**config.mk**
```make
export PLATFORM = sky130hd
export DESIGN_NAME = aes_round_scheduler
export DESIGN_NICKNAME = d
export VERILOG_FILES = /design/src/rtl/aes_round_scheduler.sv
export SDC_FILE = /design/constraint.sdc
export NUM_CORES = 1
export LEC_CHECK = 0
export BUFFER_PORTS_ARGS = -buffer_cell sky130_fd_sc_hd__buf_4
export CAP_MARGIN = 30
export CORE_MARGIN = 1
export CORE_UTILIZATION = 45
export CTS_CLUSTER_DIAMETER = 80
export CTS_CLUSTER_SIZE = 16
export DETAILED_ROUTE_END_ITERATION = 12
export MAX_ROUTING_LAYER = met4
export PLACE_DENSITY = 0.74
export SYNTH_ARGS = -nofsm -noshare
export SYNTH_HDL_FRONTEND = slang
export SYNTH_SLANG_ARGS = --single-unit
export TNS_END_PERCENT = 50
```
**constraint.sdc**
```tcl
create_clock -name clk -period 1.9 [get_ports clk]
set_clock_uncertainty 0.05 [all_clocks]
set_input_delay 0.38 -clock clk [delete_from_list [all_inputs] [get_ports clk]]
set_output_delay 0.38 -clock clk [all_outputs]
set_load 0.02 [all_outputs]
```
**src/rtl/aes_round_scheduler.sv**
```systemverilog
// aes_round_scheduler: phase/strobe sequencer for a byte-serial AES-128 datapath
module aes_round_scheduler #(
    parameter int NUM_ROUNDS    = 10,
    parameter int KEYEXP_CYCLES = 4
) (
    input  logic       clk,
    input  logic       rst,
    input  logic       start,
    input  logic       in_valid,
    output logic       in_ready,
    output logic       load_en,
    output logic [3:0] byte_idx,
    output logic       col_last,
    output logic [3:0] round,
    output logic       key_step,
    output logic [7:0] rcon,
    output logic       sbox_en,
    output logic       mix_en,
    output logic       ark_en,
    output logic       out_valid,
    input  logic       out_ready,
    output logic       busy,
    output logic       done
);
    localparam logic [2:0] S_IDLE   = 3'd0;
    localparam logic [2:0] S_LOAD   = 3'd1;
    localparam logic [2:0] S_ROUND  = 3'd2;
    localparam logic [2:0] S_KEYEXP = 3'd3;
    localparam logic [2:0] S_OUTPUT = 3'd4;
    localparam logic [3:0] LAST_ROUND = 4'(NUM_ROUNDS);
    localparam logic [3:0] KLAST      = 4'(KEYEXP_CYCLES - 1);
    logic [2:0] state;
    logic [3:0] kcnt;
    // phase sequencing; byte_idx wraps to 0 naturally when slot 15 completes a phase
    always_ff @(posedge clk) begin
        if (rst) begin
            state    <= S_IDLE;
            byte_idx <= 4'd0;
            round    <= 4'd0;
            rcon     <= 8'h01;
            kcnt     <= 4'd0;
            done     <= 1'b0;
        end else begin
            done <= 1'b0;
            case (state)
                S_IDLE: if (start) begin
                    state    <= S_LOAD;
                    byte_idx <= 4'd0;
                    round    <= 4'd0;
                    rcon     <= 8'h01;
                    kcnt     <= 4'd0;
                end
                S_LOAD: if (in_valid) begin
                    byte_idx <= byte_idx + 4'd1;
                    if (byte_idx == 4'd15) begin
                        state <= S_ROUND;
                        round <= 4'd0;
                    end
                end
                S_ROUND: begin
                    byte_idx <= byte_idx + 4'd1;
                    if (byte_idx == 4'd15) begin
                        if (round == LAST_ROUND) state <= S_OUTPUT;
                        else begin
                            round <= round + 4'd1;
                            kcnt  <= 4'd0;
                            state <= S_KEYEXP;
                        end
                    end
                end
                S_KEYEXP: begin
                    kcnt <= kcnt + 4'd1;
                    if (kcnt == KLAST) begin
                        state    <= S_ROUND;
                        byte_idx <= 4'd0;
                        kcnt     <= 4'd0;
                        rcon     <= {rcon[6:0], 1'b0} ^ (rcon[7] ? 8'h1b : 8'h00);
                    end
                end
                S_OUTPUT: if (out_ready) begin
                    byte_idx <= byte_idx + 4'd1;
                    if (byte_idx == 4'd15) begin
                        state <= S_IDLE;
                        done  <= 1'b1;
                    end
                end
                default: state <= S_IDLE;
            endcase
        end
    end
    // strobes decoded purely from registered state; load_en is the only input-dependent output
    always_comb begin
        in_ready  = state == S_LOAD;
        load_en   = in_valid && in_ready;
        ark_en    = state == S_ROUND;
        col_last  = ark_en && byte_idx[1:0] == 2'd3;
        sbox_en   = ark_en && round != 4'd0;
        mix_en    = sbox_en && round != LAST_ROUND;
        key_step  = state == S_KEYEXP;
        out_valid = state == S_OUTPUT;
        busy      = state != S_IDLE;
    end
endmodule
```
==> flow_summary_export.csv <==
group,metric,value,unit
logic_synthesis,synth.top_cell.area_share,35.9,%
sta,fin_ws,-0.0716,ns
sta,setup-tns-final,-0.198,ns
grt,antenna_found_initial,0,
worst_setup_path,cp_cell_sequence,"or3b_4 > a21oi_4 > and2_4 > buf_6",
sta,rsz0062_at_grt,"true",
grt,grt_pass1_wl,5910,um
clock_network,cts_made_buffers,3,
worst_setup_path,worstReg2RegStart,"kcnt[0]$_SDFFE_PP0P_",
logic_synthesis,yosys_warnings,0,
die,die_w,56.5,um
outcome,failed_checks,"setup timing",
placement,dpl.cell_count,225,
placement,dp_worst_setup_slack,0.0174,ns
logic_synthesis,async_flop_share,0,%
worst_setup_path,reg2reg_depth,6,
worst_hold_path,min_from,"out_ready",
worst_setup_path,crit_start,"state[2]$_SDFFE_PP0P_",
worst_setup_path,cp_data_required_time,1.47,ns
worst_setup_path,cp_top_family,"simple AND/OR/NAND/NOR gates",
layout,final_nets,217,
run,maxCapViolations,0,
pwr,ir_drop,0.832,mV
layout,fillers,237,
sta,slew_violations,0,
logic_synthesis,syn_inst,161,
logic_synthesis,yosys-top-cells-count,"dfxtp_1 (24), a21oi_1 (18), o21ai_0 (11)",
logic_synthesis,synth-seq-cells,24,
logic_synthesis,avgSynthCellArea,8.31,um2
placement,place_area,1690,um2
clock_network,clk_pin_slew,0.13,ns
sta,max_slew_margin,66.5,%
layout,instances_no_fill,237,
pwr,cellLeakagePower,0.772,nW
placement,io_buffer_count,30,
clock_network,root_buffer,"clkbuf_4",
grt,grt_usage,23.8,%
worst_setup_path,r2r_end,"byte_idx[1]$_SDFFE_PP0P_",
layout,final_area,1870,um2
logic_synthesis,mappedNetlistNets,171,
layout,antennaDiodeCount,0,
logic_synthesis,synth_edf_count,0,
layout,drive_gt1_share,39.3,%
worst_setup_path,ff2ff_setup_slack,-0.02,ns
worst_setup_path,critPathBufInv,1,
detailed_routing,drt_pass1_iterations,6,
worst_hold_path,hold_end,"done$_SDFF_PP0_",
worst_hold_path,min_path_cells,3,
clock_network,insertion_delay,0.32,ns
die,fp-row-count,19,
detailed_routing,drc_errors,0,
grt,grt_pass1_vias,1256,
worst_setup_path,worstPathArrival,1.54,ns
logic_synthesis,yosys_most_used_dff,"dfxtp_1",
logic_synthesis,synth_top_area_cell,"dfxtp_1",
logic_synthesis,synth_area,1340,um2
worst_setup_path,cpMaxStageDelayCell,"or3b_4",
placement,gp_congestion,0.871,
detailed_routing,drt_iter0_drc,49,
worst_setup_path,worst-setup-path-type,"reg2out",
clock_network,htreeDepth,1,
grt,grt_max_degree,25,
die,initial_core_util,48.1,%
detailed_routing,wirelength,3680,um
clock_network,clock-sinks,24,
placement,dp_hpwl,2500,um
logic_synthesis,synth.most_common_cell,"dfxtp_1",
detailed_routing,vias,1435,
worst_setup_path,cp-start-kind,"register",
die,die_area,3190,um2
grt,globalRouteOverflowTotal,0,
die,die-height,56.5,um
sta,fin_crit_sh,104,%
clock_network,cts_tree,"yes",
sta,finalHoldViolations,0,
sta,setup_violations,4,
logic_synthesis,synthDistinctLibCells,44,
layout,syn2layout_area_growth,39.8,%
worst_setup_path,end_kind,"output pin",
pwr,powerDensity,1020,nW/um2
die,core,2780,um2
detailed_routing,vias_per_cell,6.05,
detailed_routing,antenna_left,0,
sta,clock.fmax,507,MHz
logic_synthesis,yosysSeqAreaShare,35.9,%
logic_synthesis,ys_top_cells_by_area,"dfxtp_1 (36%), a21oi_1 (6.7%), ha_1 (4.7%)",
detailed_routing,routedWlPerCell,15.5,um
die,ios,31,
worst_hold_path,hold_path_class,"in2reg",
sta,worst_slew_pin_slew,0.488,ns
clock_network,max-clock-path-buffers,2,
worst_setup_path,cpPeakStageDelay,0.46,ns
worst_setup_path,crit_fanout,5,
outcome,status,"complete, but fails checks",
sta,post-route-min-period,1.97,ns
[final cells by class]
| cell class | instances | area, um2 | area share (%) |
|---|---|---|---|
| Clock buffer | 3 | 22.5 | 1.20 |
| Clock inverter | 1 | 30.0 | 1.61 |
| Timing Repair Buffer | 49 | 393 | 21.0 |
| Sequential cell | 24 | 495 | 26.5 |
| Tap cell | 31 | 38.8 | 2.07 |
| Multi-Input combinational cell | 120 | 853 | 45.6 |
| Inverter | 9 | 36.3 | 1.94 |
[logic make-up after synthesis]
group | Yosys count | synth area share [%]
flops | 24 | 35.9
fa+ha+maj | 5 | 4.68
xor+xnor | 5 | 3.27
simple gates | 56 | 25.1
buf+inv | 17 | 4.77
mux | 3 | 2.34
compound gates | 51 | 23.9
[metal layers]
layer  vias to the layer above  wire [um]  GRT usage [%]  part of all wire, %
met1                       696       1660           31.4                   45
met4                         0         45           9.41                  1.2
met5                         -          0              -                    0
met2                        37       1820           36.5                   50
li1                        695          -              -                    -
met3                         7        145           3.92                  3.9
[per-stage QoR]
stage	utilization (%)	power, mW	hold WS, ns
after floorplan	-	1.13	0.433
after global placement	60.6	1.41	0.425
after detailed placement	60.6	1.43	0.436
after CTS	64.4	1.85	0.301
after global routing	67.2	2.02	0.319
final	67.2	1.91	0.302
[what timing repair did]
| action | in CTS | in global routing |
|---|---|---|
| cloned | 0 | 1 |
| endpoints found under the hold margin | 0 | 0 |
| hold buffers | 0 | 0 |
| resized for setup | 13 | 13 |
| pin swaps | 1 | 5 |
| setup buffers | 4 | 3 |
| endpoints found under the setup margin | 7 | 13 |
[sequential cells by signal (all words and copies together), names as in the netlist]
name and cells:
byte_idx 4, round 4, done 1, rcon 8, kcnt 4, state 3
[power by group]
| part | switching [mW] | total [mW] | internal (mW) |
|---|---|---|---|
| clock | 0.159 | 0.373 | 0.213 |
| sequential | 0.0401 | 0.587 | 0.547 |
| combinational | 0.546 | 0.947 | 0.401 |
| total | 0.745 | 1.91 | 1.16 |
[worst max path at each step]
| stage | end | slack, ns | cells past startpoint |
|---|---|---|---|
| 2_1_floorplan | state[0]$_SDFFE_PP0P_ | -0.13 | 5 |
| 3_3_place_gp | byte_idx[1]$_SDFFE_PP0P_ | 0.07 | 6 |
| 3_5_place_dp | byte_idx[1]$_SDFFE_PP0P_ | 0.02 | 6 |
| 4_1_cts | mix_en | -0.05 | 4 |
| 5_1_grt | byte_idx[1]$_SDFFE_PP0P_ | -0.12 | 6 |
| 6_report | mix_en | -0.07 | 4 |
[cell usage in the layout (no fill, tap or decap), types with 5 or more instances in the layout]
| cell | count |
|---|---|
| buf_4 | 44 |
| dfxtp_1 | 18 |
| a21oi_1 | 15 |
| o21ai_0 | 11 |
| nand4_1 | 10 |
| inv_1 | 6 |
| nand2_1 | 5 |
| nor2_1 | 5 |
[worst min-delay path, delay by kind of cell]
kind	cells	cell delay, ns
AND/OR/NAND/NOR	2	0.15
buffers and inverters	1	0.11
No activity file was read; power rests on OpenSTA's default activity.
